## src/rtl/upower_pkg.sv

```systemverilog
// Shared encodings for the multicycle sequencer: FSM states, opcode classes
// and the primary opcode values recognised by the classifier.
package upower_pkg;

    localparam logic [2:0] ST_FETCH  = 3'd0;
    localparam logic [2:0] ST_DECODE = 3'd1;
    localparam logic [2:0] ST_EXEC   = 3'd2;
    localparam logic [2:0] ST_MEM    = 3'd3;
    localparam logic [2:0] ST_WB     = 3'd4;
    localparam logic [2:0] ST_BRANCH = 3'd5;
    localparam logic [2:0] ST_HALT   = 3'd6;

    // CLS_NONE is the post-reset value before any instruction has been decoded
    typedef enum logic [2:0] {
        CLS_NONE    = 3'd0,
        CLS_XALU    = 3'd1,
        CLS_DALU    = 3'd2,
        CLS_LOAD    = 3'd3,
        CLS_STORE   = 3'd4,
        CLS_B       = 3'd5,
        CLS_BC      = 3'd6,
        CLS_ILLEGAL = 3'd7
    } op_class_e;

    localparam logic [5:0] OP_XALU    = 6'd31;
    localparam logic [5:0] OP_DALU_A  = 6'd14;
    localparam logic [5:0] OP_DALU_B  = 6'd15;
    localparam logic [5:0] OP_DALU_C  = 6'd24;
    localparam logic [5:0] OP_DALU_D  = 6'd26;
    localparam logic [5:0] OP_DALU_E  = 6'd28;
    localparam logic [5:0] OP_LOAD_A  = 6'd32;
    localparam logic [5:0] OP_LOAD_B  = 6'd34;
    localparam logic [5:0] OP_LOAD_C  = 6'd40;
    localparam logic [5:0] OP_LOAD_D  = 6'd42;
    localparam logic [5:0] OP_LOAD_E  = 6'd58;
    localparam logic [5:0] OP_STORE_A = 6'd36;
    localparam logic [5:0] OP_STORE_B = 6'd37;
    localparam logic [5:0] OP_STORE_C = 6'd38;
    localparam logic [5:0] OP_STORE_D = 6'd44;
    localparam logic [5:0] OP_STORE_E = 6'd62;
    localparam logic [5:0] OP_B       = 6'd18;
    localparam logic [5:0] OP_BC      = 6'd19;

endpackage

```

## src/rtl/opcode_classifier.sv

```systemverilog
// Purely combinational map from a 6-bit primary opcode to its instruction class.
module opcode_classifier
    import upower_pkg::*;
(
    input  logic [5:0] opcode,
    output op_class_e  op_class
);

    // Anything not listed is illegal and sends the sequencer to HALT
    always_comb begin
        op_class = CLS_ILLEGAL;
        case (opcode)
            OP_XALU:                                                  op_class = CLS_XALU;
            OP_DALU_A, OP_DALU_B, OP_DALU_C, OP_DALU_D, OP_DALU_E:    op_class = CLS_DALU;
            OP_LOAD_A, OP_LOAD_B, OP_LOAD_C, OP_LOAD_D, OP_LOAD_E:    op_class = CLS_LOAD;
            OP_STORE_A, OP_STORE_B, OP_STORE_C, OP_STORE_D, OP_STORE_E: op_class = CLS_STORE;
            OP_B:                                                     op_class = CLS_B;
            OP_BC:                                                    op_class = CLS_BC;
            default:                                                  op_class = CLS_ILLEGAL;
        endcase
    end

endmodule

```

## src/rtl/multicycle_sequencer.sv

```systemverilog
// Multicycle instruction sequencer: FETCH/DECODE/EXEC/MEM/WB/BRANCH/HALT control
// FSM with a sticky illegal-opcode trap and a retired-instruction counter.
module multicycle_sequencer
    import upower_pkg::*;
(
    input  logic        clk,
    input  logic        rst,
    input  logic [5:0]  opcode,
    input  logic        imem_ready,
    input  logic        dmem_ready,
    input  logic        branch_taken,
    output logic        imem_req,
    output logic        ir_load,
    output logic        dmem_req,
    output logic        mem_read,
    output logic        mem_write,
    output logic        alu_src,
    output logic        reg_write,
    output logic        mem_to_reg,
    output logic        pc_write,
    output logic        pc_src,
    output logic        trap,
    output logic [2:0]  state,
    output logic [31:0] retired
);

    logic [2:0]  state_r;
    logic [2:0]  next_state_s;
    op_class_e   class_r;
    op_class_e   cls_s;
    logic        trap_r;
    logic [31:0] retired_r;

    logic imem_req_s, ir_load_s, dmem_req_s, mem_read_s, mem_write_s;
    logic alu_src_s, reg_write_s, mem_to_reg_s, pc_write_s, pc_src_s;

    opcode_classifier u_classifier (
        .opcode   (opcode),
        .op_class (cls_s)
    );

    // Next-state and output decode; ready-qualified strobes are suppressed under reset
    always_comb begin
        next_state_s = state_r;
        imem_req_s   = 1'b0;
        ir_load_s    = 1'b0;
        dmem_req_s   = 1'b0;
        mem_read_s   = 1'b0;
        mem_write_s  = 1'b0;
        alu_src_s    = 1'b0;
        reg_write_s  = 1'b0;
        mem_to_reg_s = 1'b0;
        pc_write_s   = 1'b0;
        pc_src_s     = 1'b0;
        case (state_r)
            ST_FETCH: begin
                imem_req_s = 1'b1;
                if (imem_ready) begin
                    ir_load_s    = ~rst;
                    next_state_s = ST_DECODE;
                end else begin
                    next_state_s = ST_FETCH;
                end
            end
            ST_DECODE: begin
                case (cls_s)
                    CLS_XALU, CLS_DALU, CLS_LOAD, CLS_STORE: next_state_s = ST_EXEC;
                    CLS_B, CLS_BC:                           next_state_s = ST_BRANCH;
                    default:                                 next_state_s = ST_HALT;
                endcase
            end
            ST_EXEC: begin
                alu_src_s = (class_r == CLS_DALU) || (class_r == CLS_LOAD) ||
                            (class_r == CLS_STORE);
                if ((class_r == CLS_LOAD) || (class_r == CLS_STORE)) begin
                    next_state_s = ST_MEM;
                end else if ((class_r == CLS_XALU) || (class_r == CLS_DALU)) begin
                    next_state_s = ST_WB;
                end else begin
                    next_state_s = ST_HALT;
                end
            end
            ST_MEM: begin
                dmem_req_s  = 1'b1;
                alu_src_s   = 1'b1;
                mem_read_s  = (class_r == CLS_LOAD);
                mem_write_s = (class_r == CLS_STORE);
                if (!dmem_ready) begin
                    next_state_s = ST_MEM;
                end else if (class_r == CLS_LOAD) begin
                    next_state_s = ST_WB;
                end else if (class_r == CLS_STORE) begin
                    pc_write_s   = ~rst;
                    next_state_s = ST_FETCH;
                end else begin
                    next_state_s = ST_HALT;
                end
            end
            ST_WB: begin
                reg_write_s  = 1'b1;
                mem_to_reg_s = (class_r == CLS_LOAD);
                pc_write_s   = 1'b1;
                next_state_s = ST_FETCH;
            end
            ST_BRANCH: begin
                pc_write_s   = 1'b1;
                pc_src_s     = (class_r == CLS_B) ? 1'b1 : branch_taken;
                next_state_s = ST_FETCH;
            end
            ST_HALT: begin
                next_state_s = ST_HALT;
            end
            default: begin
                next_state_s = ST_FETCH;
            end
        endcase
    end

    // State, registered class, sticky trap and retired counter
    always_ff @(posedge clk) begin
        if (rst) begin
            state_r   <= ST_FETCH;
            class_r   <= CLS_NONE;
            trap_r    <= 1'b0;
            retired_r <= 32'd0;
        end else begin
            state_r <= next_state_s;
            if (state_r == ST_DECODE) begin
                class_r <= cls_s;
            end
            if (next_state_s == ST_HALT) begin
                trap_r <= 1'b1;
            end
            if (pc_write_s) begin
                retired_r <= retired_r + 32'd1;
            end
        end
    end

    assign imem_req   = imem_req_s;
    assign ir_load    = ir_load_s;
    assign dmem_req   = dmem_req_s;
    assign mem_read   = mem_read_s;
    assign mem_write  = mem_write_s;
    assign alu_src    = alu_src_s;
    assign reg_write  = reg_write_s;
    assign mem_to_reg = mem_to_reg_s;
    assign pc_write   = pc_write_s;
    assign pc_src     = pc_src_s;
    assign trap       = trap_r;
    assign state      = state_r;
    assign retired    = retired_r;

endmodule

```

## config.mk

```make
export PLATFORM = sky130hd
export DESIGN_NAME = multicycle_sequencer
export DESIGN_NICKNAME = d
export VERILOG_FILES = /design/src/rtl/upower_pkg.sv /design/src/rtl/opcode_classifier.sv /design/src/rtl/multicycle_sequencer.sv
export SDC_FILE = /design/constraint.sdc
export NUM_CORES = 1
export LEC_CHECK = 0
export ABC_AREA = 1
export CORE_MARGIN = 5
export CORE_UTILIZATION = 35
export CTS_CLUSTER_DIAMETER = 30
export DETAILED_ROUTE_END_ITERATION = 8
export PLACE_DENSITY = 0.62
export SLEW_MARGIN = 20
export SYNTH_ARGS = -nofsm -noshare
export SYNTH_HDL_FRONTEND = slang
export SYNTH_HIERARCHICAL = 1
export SYNTH_SLANG_ARGS = --single-unit
```

## constraint.sdc

```tcl
create_clock -name clk -period 1.85 [get_ports clk]
set_input_delay 0.185 -clock clk [delete_from_list [all_inputs] [get_ports clk]]
set_output_delay 0.185 -clock clk [all_outputs]
set_load 0.05 [all_outputs]
```

==> Word-level counts from Yosys, hierarchy flattened <==
Memories as Yosys holds them, arrays and structs flattened.
Index checks and enable logic that the tools add are counted.
{ "word_totals": {"reg_bits": 39, "latchBits": 0, "ramBits": 0, "romBits": 192, "input_bits": 11, "word_cells": 56, "n_memories": 1} }
{ "mem_list": {"columns": ["name", "depth", "word_bits", "read_ports", "rd_clocked_by_memory_dff", "write_ports", "line", "text"], "rows": [
  ["(name not given)", 64, 3, 1, 0, 0, "opcode_classifier.sv:12", "case (opcode)"]
]} }
{ "classes": {"n_addsub": 1, "multipliers": 0, "n_div": 0, "magnitude_cmp": 0, "n_eq_ne": 18, "n_shift": 0, "muxes": 23, "bitwise": 1, "n_reduce_logical": 8} }
{ "op_table": {"columns": ["operator", "n"], "rows": [
  ["adder 32 x 1 -> 32 bit (second input constant)", 1],
  ["equality test 3 bit (second input constant)", 9],
  ["equality test 3 x 2 -> 1 bit (second input constant)", 6],
  ["one-hot mux 3 bit (5 select lines)", 1],
  ["two-way mux 1 bit", 14],
  ["two-way mux 3 bit", 4],
  ["equality test 3 x 1 -> 1 bit (second input constant)", 3],
  ["one-hot mux 3 bit (2 select lines)", 1],
  ["logical OR 1 bit", 4],
  ["one-hot mux 1 bit (2 select lines)", 2],
  ["OR reduction 2 bit", 2],
  ["OR reduction 4 bit", 1],
  ["logical NOT 3 bit", 1],
  ["two-way mux 2 bit", 1],
  ["inverter 1 bit", 1]
]} }

==> Depth between registers and ports, before layout <==
Gate-level depths: netlist (run 1).
{ "logic_depth": {"ltp_word": 6, "depth_mapped": 18, "ltp_nobuf": 18} }

==> Hierarchy <==
The synthesis (run 1) kept the hierarchy.
{ "by_module_without_submodules": {"columns": ["module", "n_inst", "cells_per_inst", "area_per_inst_um2"], "rows": [
  ["multicycle_sequencer", 1, 373, 2301.0],
  ["opcode_classifier", 1, 46, 225.2]
]} }

==> Worst setup path before layout (run 1) <==
OpenSTA, ideal clock, no wires.
{ "synth_path": {"path_type": "register to output", "startpoint": "reg state_r[1] (netlist: state[1])", "endpoint": "out ir_load", "t_arrival_ns": 2.619, "t_required_ns": 1.665, "slack_ns": -0.954, "path_stages_with_launch": 4, "cell_sequence": "dfxtp_1 -> nor3_1 -> nand2_1 -> nor2_1"} }
{ "synth_between": {"elab_chain_len": 2} }
{ "synth_lines": {"columns": ["item", "line", "text"], "rows": [
  ["from (decl)", "multicycle_sequencer.sv:27", "logic [2:0] state_r;"],
  ["from (signal assigned)", "multicycle_sequencer.sv:127", "state_r <= next_state_s;"],
  ["logical NOT 3 bit", "multicycle_sequencer.sv:55", "case (state_r)"],
  ["two-way mux 1 bit", "multicycle_sequencer.sv:55", null],
  ["to (decl)", "multicycle_sequencer.sv:13", "output logic ir_load,"]
]} }
Every way passes these cells.

==> Final worst setup path (run 1) <==
{ "layout_path": {"startpoint": "reg retired_r[13] (netlist: retired[13])", "endpoint": "out retired[13]"} }
{ "layout_lines": {"columns": ["item", "line", "text"], "rows": [
  ["from (decl)", "multicycle_sequencer.sv:32", "logic [31:0] retired_r;"],
  ["from (signal assigned)", "multicycle_sequencer.sv:135", "retired_r <= retired_r + 32'd1;"],
  ["to (decl)", "multicycle_sequencer.sv:24", "output logic [31:0] retired"]
]} }
No word-level cell between the ends.

==> reports/qor.txt, run 1 <==
status - complete, no violations
highest net fanout along the worst path - 6
asr flop ratio synth - 0%
clock-pin slew on the worst setup and hold paths - 70 ps
Finished Layout Cells - 592
Die ar. - 0.00902 mm^2
Post-Syn Nets - 435
# hold bufs at CTS - 0
Critical Path Sink Type - output port
Crit path largest cell delay - 850 ps
CP Data Required Time - 1660 ps
core area - 0.00714 mm^2
Final Skew - 5.43 ps
Rows - 31
Slew headroom - 55.9%
register area share after synthesis - 30.9%
Cell variety after synth - 34
Area Growth Syn to Fin - 42.1%
via count - 2,793
clock sinks - 39
commonest cells after routing, fill and taps aside - 103 x nand2_1, 64 x nor2_1, 57 x inv_1
vias in the first global route - 2,605
Pre-antenna DRT Iters - 4
DP Area - 0.00340 mm^2
final RePlAce weighted congestion - 0.909
wire per inst - 11.5 um
Max Clk Rate - 559 MHz
first-pass GRT wire length - 11.6 mm
Finished Core Util - 50.3%
final setup fails - 0
largest net degree at the start of global routing - 23
RSZ-0062 raised after global routing - no
Initial Utilization - 35.4%
delay-heaviest family, CP - buffers and inverters
CTS max path bufs - 2
VDD IR max - 0.000357 V
die width - 95.0 um
initial antenna violation count - 0
Synth Cell Area - 0.00253 mm^2
final WL - 6.81 mm
Pwr Total - 0.00229 W
Worst-Margin Slew - 661 ps
Clk Latency, worst-skew pair - 290 ps
startpoint types - flip-flop
CTS tree - built
antenna cells - 0
kind of critical path - reg -> out
Synth Area in XOR/XNOR - 1.04%
mux cell area share after synthesis - 0%
Die Span Y - 95.0 um
NumNets Final - 508
Ports - 57
largest family of logic cells by synthesized area - simple AND/OR/NAND/NOR gates
slowest stage cell, crit path - clkdlybuf4s50_1
cell area power density - 638 mW/mm^2
Post-synth EDFFs - 0
Final Hold Viols - 0
crit-path cells - clkdlybuf4s50_1
Min Clock Period, post-route - 1790 ps
syn_area_per_cell - 6.03 um^2
Buf/Inv on CP - 1
max capacitance violation total - 0
Antenna Violating Nets Remaining - 0
Tcrit/Tclk final - 96.7%
Synth Area in Simple Gates - 45.6%
final instance area - 0.00359 mm^2
placed cell count - 582
Root Driver - clkbuf_8
Cells after Synth - 419
most common cell after layout, fill and taps aside - nand2_1
Port-buffer cells - 56
Remaining DRCs - 0
Filler cells - 734
Final WS setup - 60.2 ps
leakage power - 1.50 nW
vias per cell - 4.72
H-tree levels - 2
Synth Flop Type - dfxtp_1
HP Class - reg -> reg
Compound-Gate Fraction of Synth Area - 8.32%
layout cells sized above 1 - 15.4%
GRT Overall Usage - 15.9%
Synth Warn # - 6
worst slack at placement - -303 ps
Post-DP HPWL - 5.29 mm
Seq cells post-synth - 39
pins over their slew limit - 0
Num CTS Buffers - 5
Synth Area in Adders - 2.48%
GRT overflow - 0
initial detailed-routing violation count - 138
Critical Path AT - 1600 ps
## flip-flops by register name, summed over array words and instances (netlist names)
name / flops
class_r: 3
state: 3
retired: 32
trap: 1
## per-layer routing
metal	vias up	GRT usage, %	wire (um)
li1	1474	-	-
met2	77	26.6	3230
met3	8	3.03	352
met1	1234	21.2	3150
met5	-	0	0
met4	0	3.61	68
## report_power, final
group          switching (W)  leakage, nW  internal, W  total [W]
clock network       0.000303       0.0556     0.000395   0.000698
registers          0.0000624        0.318     0.000878   0.000941
logic               0.000416         1.13     0.000236   0.000652
## cell usage after synthesis, types with 2 or more instances
master,count,area (um^2)
nand2_1,106,398
nor2_1,75,282
inv_1,58,218
nand3_1,44,220
dfxtp_1,39,781
a21oi_1,20,100
nor3_1,14,70.1
o21ai_0,12,60.1
nand4_1,8,50.1
ha_1,5,62.6
nand3b_1,4,30.0
clkbuf_1,3,11.3
inv_2,3,11.3
and3_1,2,12.5
buf_6,2,22.5
nand2_2,2,12.5
nand2_4,2,22.5
nor4_1,2,12.5
o21bai_1,2,15.0
xor2_1,2,17.5
## layout make-up
| cell class | instances | area [um^2] | area share, % |
|---|---|---|---|
| multi-input combinational | 310 | 1570 | 43.7 |
| timing repair buffer | 74 | 766 | 21.3 |
| clock inverter | 3 | 38.8 | 1.08 |
| inverter | 62 | 233 | 6.48 |
| clock buffer | 5 | 68.8 | 1.92 |
| tap | 99 | 124 | 3.45 |
| sequential | 39 | 792 | 22.1 |
## logic make-up after synthesis
kind of cell | after synthesis
compound gates | 39
xor+xnor | 3
fa+ha+maj | 5
buf+inv | 70
flops | 39
simple gates | 263
## metrics by stage
step | hold slack, ps | setup TNS (ps)
3_5_place_dp | 468 | -917
4_1_cts | 477 | 0
6_report | 481 | 0
2_1_floorplan | 435 | 0
3_3_place_gp | 461 | -767
5_1_grt | 503 | 0
## final timing paths
kind                             from                        to  slack (ps)  depth (start not counted)
min           retired[0]$_SDFFE_PP0P_   retired[0]$_SDFFE_PP0P_         480                          1
min reg2reg   retired[0]$_SDFFE_PP0P_   retired[0]$_SDFFE_PP0P_         480                          1
max reg2reg   retired[0]$_SDFFE_PP0P_  retired[26]$_SDFFE_PP0P_         190                          9
max          retired[13]$_SDFFE_PP0P_               retired[13]          60                          1
## what timing repair did
| action | in CTS | in global routing |
|---|---|---|
| pin swaps | 0 | 2 |
| endpoints found under the setup margin | 1 | 16 |
| buffers inserted | 0 | 2 |
| cloned | 0 | 0 |
| gates resized for setup | 1 | 21 |
Power figures use the tool's default switching activity.
==> run 2, diff against run 1 <==
- CAP_MARGIN: unset -> 15
- SYNTH_HIERARCHICAL: 1 -> unset
==> run 2 against run 1 <==
Against the previous run: synthesized cell count is 3.3% lower; core utilization about the same; non-clock buffer count stayed put; sequential cell count did not move; highest routed layer unchanged; sequential power is 0.7% lower; setup slack improved by 32 ps; die area grew 2.6%; global-route usage rose by 0.23 points; power shrank 3.0%; critical path depth stayed put; via count shrank 2.1%.
==> reports/qor.txt, run 2 <==
Post-DP HPWL - 5.57 mm
Antenna Violating Nets Remaining - 0
syn_area_per_cell - 6.42 um^2
core area - 0.00725 mm^2
Reg2Reg Setup Slack - 170 ps
CTS max path bufs - 2
Filler cells - 753
vias in the first global route - 2,680
RSZ-0062 raised after global routing - yes
Final Hold Viols - 0
GRT Overall Usage - 16.1%
vias per cell - 4.73
H-tree levels - 2
Pre-antenna DRT Iters - 4
worst reg2reg path startpoint - retired[2]$_SDFFE_PP0P_
most common cell after layout, fill and taps aside - nand2_1
cell area power density - 609 mW/mm^2
kind of critical path - reg -> out
GRT overflow - 0
highest net fanout along the worst path - 6
M3 GR Usage - 2.50%
clock-pin slew on the worst setup and hold paths - 70 ps
Die Span Y - 96.2 um
Num CTS Buffers - 5
Setup crit start - state[2]$_SDFF_PP0_
Sw Ratio - 34.8%
clock sinks - 39
Clk Latency, worst-skew pair - 290 ps
Synth Cell Area - 0.00260 mm^2
die width - 96.2 um
Final Skew - 5.82 ps
CP Depth - 1
Final WS setup - 92.4 ps
initial antenna violation count - 0
GR peak layer - met2
FF-to-FF End - retired[23]$_SDFFE_PP0P_
antenna cells - 0
Initial Utilization - 35.8%
Pwr Total - 0.00222 W
via count - 2,733
Critical Path Sink Type - output port
Synth Warn # - 0
Crit path largest cell delay - 840 ps
dominant cell by count in the synthesized netlist - nand2_1
first-pass GRT wire length - 12.1 mm
Comb power frac - 29.6%
final RePlAce weighted congestion - 0.898
met2 Resource Use GR - 26.2%
layout cells sized above 1 - 17.5%
Min Clock Period, post-route - 1760 ps
Cells after Synth - 405
status - complete, no violations
Root Driver - clkbuf_8
top cell type's share of synthesized area - 30.0%
Synth Flop Type - dfxtp_1
GR Util met1 - 22.4%
Worst-Margin Slew - 526 ps
register area share after synthesis - 30.0%
Ports - 57
commonest cells after routing, fill and taps aside - 104 x nand2_1, 52 x inv_1, 40 x nor2_1, 40 x clkdlybuf4s50_1, 32 x dfxtp_1
slowest stage cell, crit path - clkdlybuf4s50_1
most frequent cells after synthesis - 105 x nand2_1, 55 x inv_1, 43 x nor2_1
largest cells by area after synthesis - dfxtp_1 30%, nand2_1 15%, inv_1 7.9%
delay-heaviest family, CP - buffers and inverters
Rows - 31
TNS Setup - 0 ps
Hold WS - 465 ps
Critical Path AT - 1570 ps
HP Class - reg -> reg
Remaining DRCs - 0
CP endpoint - state[2]
R2R depth - 11
initial detailed-routing violation count - 119
VDD IR max - 0.000283 V
pins over their slew limit - 0
Slew headroom - 64.8%
worst slack at placement - -318 ps
wire per inst - 12.3 um
Post-synth EDFFs - 0
asr flop ratio synth - 0%
Clk pwr share - 28.4%
Seq cells post-synth - 39
Area Growth Syn to Fin - 40.5%
final setup fails - 0
Die ar. - 0.00925 mm^2
Max Clk Rate - 569 MHz
Buf/Inv on CP - 1
max capacitance violation total - 0
Cell variety after synth - 35
Reg power frac - 42.0%
CP Data Required Time - 1660 ps
crit-path cells - clkdlybuf4s50_1
startpoint types - flip-flop
CTS tree - built
area leader, netlist - dfxtp_1
Int Pwr - 0.00145 W
largest net degree at the start of global routing - 22
Largest register FFs - 32
NumNets Final - 494
final WL - 7.12 mm
leakage power - 1.51 nW
net switching power - 0.000773 W
Tcrit/Tclk final - 95.0%
Post-Syn Nets - 421
Port-buffer cells - 56
## run 2: cell count changes in the layout (fill, tap and decap cells not counted), sizes merged, moves of 3 or more
cell | previous run | this run
xor2 | 2 | 5
nand3 | 45 | 27
nor2 | 77 | 51
a21oi | 20 | 33
nor3 | 14 | 20
o21ai | 14 | 17
nand3b | 4 | 1
clkinv | 3 | 0
clkbuf | 5 | 8
nand4 | 8 | 12
xnor2 | 1 | 6
## run 2: how the worst min path moves through the flow
stage                       from                 endpoint  slack (ps)  cells after the start
3_3_place_gp   trap$_SDFFE_PP0N_        trap$_SDFFE_PP0N_         460                      2
5_1_grt        trap$_SDFFE_PP0N_        trap$_SDFFE_PP0N_         490                      2
4_1_cts        trap$_SDFFE_PP0N_        trap$_SDFFE_PP0N_         470                      2
6_report       trap$_SDFFE_PP0N_        trap$_SDFFE_PP0N_         470                      2
2_1_floorplan                rst  class_r[2]$_SDFFE_PP0P_         410                      3
3_5_place_dp   trap$_SDFFE_PP0N_        trap$_SDFFE_PP0N_         460                      2
## run 2: final cells by class
type | count | area (um^2) | area share, %
multi-input cells | 299 | 1640 | 44.9
flip-flops and latches | 39 | 797 | 21.8
repair buffers | 74 | 763 | 20.9
inverters | 59 | 226 | 6.20
well taps | 99 | 124 | 3.39
clock buffers | 8 | 100 | 2.74
## run 2: per-stage QoR
stage	utilization, %	std cells	instance area (um^2)
2_1_floorplan	-	405	2650
3_3_place_gp	48.0	569	3480
3_5_place_dp	48.0	569	3480
4_1_cts	49.4	577	3580
5_1_grt	50.3	578	3650
6_report	50.3	578	3650
## run 2: logic make-up (layout without fill, tap and decap cells)
kind of cell	after synthesis	count (layout)	share of synthesized area, %
AOI/OAI and AO/OA	56	56	11.5
xor gates and xnor gates	11	11	3.71
DFF	39	39	30.0
adders and majority gates	5	5	2.41
buffers and inverters	67	141	9.97
and+or+nand+nor	227	227	42.4
## run 2: power by group through the flow
stage	logic, W	clock network [W]	registers [W]
final	0.000657	0.000631	0.000934
after global routing	0.000713	0.000690	0.000940
after CTS	0.000640	0.000656	0.000934
after detailed placement	0.000639	0	0.000953
after global placement	0.000633	0	0.000953
after floorplan	0.000348	0	0.00101
## run 2: routing by layer
metal / wire, um / share of wire (%)
met1: 3390 / 48
met2: 3380 / 47
met3: 292 / 4.1
met4: 60 / 0.84
met5: 0 / 0
## run 2: what timing repair did
action,4_1_cts,5_1_grt
buffers inserted,0,1
hold buffers,0,0
setup endpoints to repair,1,13
pin swaps,0,3
resized for setup,1,18
==> run 3, diff against run 2 <==
- CORE_ASPECT_RATIO: unset -> 0.6
==> run 3 against run 2 <==
Against the previous run: die area grew 0.60%; routed wire length grew 6.2%; cell count grew 2.8%; sequential share of layout area shrank 0.75 points; combinational power grew 4.1%; maximum frequency shrank 2.2%; clock skew shrank 0.61 ps; highest routed layer unchanged; sequential cell count is the same.
==> reports/qor.txt, run 3 (synthesis gave the netlist of run 2 again) <==
status - complete, no violations
Die Span Y - 76.7 um
GRT overflow - 0
Pwr Total - 0.00244 W
max capacitance violation total - 0
Reg2Reg Setup Slack - 230 ps
highest net fanout along the worst path - 7
die width - 121 um
Worst-Margin Slew - 562 ps
final WL - 7.56 mm
Initial Utilization - 35.9%
Final Skew - 5.21 ps
antenna cells - 0
GRT Overall Usage - 16.4%
Worst Hold Path EP - trap$_SDFFE_PP0N_
final RePlAce weighted congestion - 0.905
largest net degree at the start of global routing - 22
Die ar. - 0.00930 mm^2
Buf/Inv on CP - 2
Critical Path Sink Type - output port
Reg power frac - 37.4%
slowest stage cell, crit path - clkdlybuf4s50_1
cell area power density - 645 mW/mm^2
Rows - 24
startpoint types - flip-flop
worst reg2reg path startpoint - state[2]$_SDFF_PP0_
CTS tree - built
Remaining DRCs - 0
Area Growth Syn to Fin - 45.7%
VDD IR max - 0.000327 V
first-pass GRT wire length - 12.4 mm
core area - 0.00724 mm^2
via count - 2,873
Tcrit/Tclk final - 97.2%
Post-DP HPWL - 5.89 mm
pins over their slew limit - 0
Int Pwr - 0.00162 W
net switching power - 0.000826 W
Ports - 57
initial antenna violation count - 0
vias per cell - 4.84
NumNets Final - 505
Pre-antenna DRT Iters - 5
Comb power frac - 28.0%
CP Data Required Time - 1660 ps
Final Hold Viols - 0
Largest register FFs - 32
RSZ-0062 raised after global routing - no
Hold Path Origin - trap$_SDFFE_PP0N_
clock sinks - 39
final setup fails - 0
initial detailed-routing violation count - 259
Sw Ratio - 33.8%
clock-pin slew on the worst setup and hold paths - 60 ps
Slew headroom - 62.4%
Root Driver - clkbuf_16
kind of critical path - reg -> out
leakage power - 1.60 nW
R2R depth - 12
HP Class - reg -> reg
Critical Path AT - 1610 ps
commonest cells after routing, fill and taps aside - 101 x nand2_1, 54 x inv_1, 39 x clkdlybuf4s50_1
Clk Latency, worst-skew pair - 280 ps
Antenna Violating Nets Remaining - 0
Port-buffer cells - 56
most common cell after layout, fill and taps aside - nand2_1
Clk pwr share - 34.5%
Max Clk Rate - 556 MHz
crit-path cells - buf_4 > clkdlybuf4s50_1
# hold bufs at CTS - 0
Finished Layout Cells - 594
Hold WS - 472 ps
hold path cells - 2
Finished Core Util - 52.3%
H-tree levels - 2
Crit path largest cell delay - 820 ps
FF-to-FF End - retired[13]$_SDFFE_PP0P_
placed cell count - 585
TNS Setup - 0 ps
wire per inst - 12.7 um
Num CTS Buffers - 5
vias in the first global route - 2,522
delay-heaviest family, CP - buffers and inverters
Min Clock Period, post-route - 1800 ps
layout cells sized above 1 - 20.2%
CTS max path bufs - 2
[run 3: changes by cell type in the layout (fill, tap and decap cells not counted), sizes merged]
cell,previous run,this run
clkbuf,8,6
buf,30,41
clkdlybuf4s50,40,39
dlymetal6s2s,4,5
clkinv,0,1
clkinvlp,0,1
[run 3: layout make-up]
type | count | area (um^2)
Clock inverter | 2 | 12.5
Inverter | 59 | 224
Multi-Input combinational cell | 299 | 1640
Sequential cell | 39 | 798
Tap cell | 104 | 130
Clock buffer | 6 | 129
Timing Repair Buffer | 85 | 848
Fill cell | 720 | 3450
[run 3: what timing repair did]
| action | 4_1_cts | 5_1_grt |
|---|---|---|
| hold endpoints to repair | 0 | 0 |
| pin swaps | 0 | 5 |
| endpoints found under the setup margin | 1 | 12 |
| resized for setup | 1 | 21 |
| setup buffers | 0 | 1 |
[run 3: worst reg2reg max path: cells and delay by family, from the launching register on]
kind | cells | cell delay [ps]
and+or+nand+nor | 11 | 1070
DFF | 1 | 330
buffers and inverters | 1 | 130
[run 3: worst max-delay path by stage]
| stage | from | to | slack, ps | cells after the start |
|---|---|---|---|---|
| after floorplan | state[1]$_SDFF_PP0_ | ir_load | -80 | 3 |
| after global placement | opcode[0] | trap$_SDFFE_PP0N_ | -210 | 16 |
| after detailed placement | opcode[0] | trap$_SDFFE_PP0N_ | -320 | 16 |
| after CTS | retired[5]$_SDFFE_PP0P_ | retired[5] | 30 | 2 |
| after global routing | state[0]$_SDFF_PP0_ | state[0] | 7 | 2 |
| final | state[0]$_SDFF_PP0_ | state[0] | 50 | 2 |
[run 3: power groups by stage]
stage | clock network [W] | logic [W] | registers, W
after detailed placement | 0 | 0.000674 | 0.000935
after global placement | 0 | 0.000668 | 0.000934
after floorplan | 0 | 0.000348 | 0.00101
final | 0.000843 | 0.000684 | 0.000915
after CTS | 0.000866 | 0.000677 | 0.000916
after global routing | 0.000903 | 0.000744 | 0.000920
[run 3: per-layer routing]
metal,vias to the layer above,share of wire [%],track usage (%)
met3,4,6.2,4.71
met2,81,39,21.1
met4,0,0.64,3.91
met5,-,0,0
met1,1307,54,25.9
li1,1481,-,-
[run 3: metrics by stage]
step	setup slack, ps	instance area, um^2
3_3_place_gp	-209	3570
6_report	52.5	3790
5_1_grt	6.92	3790
3_5_place_dp	-316	3570
4_1_cts	31.0	3710
2_1_floorplan	-76.7	2650
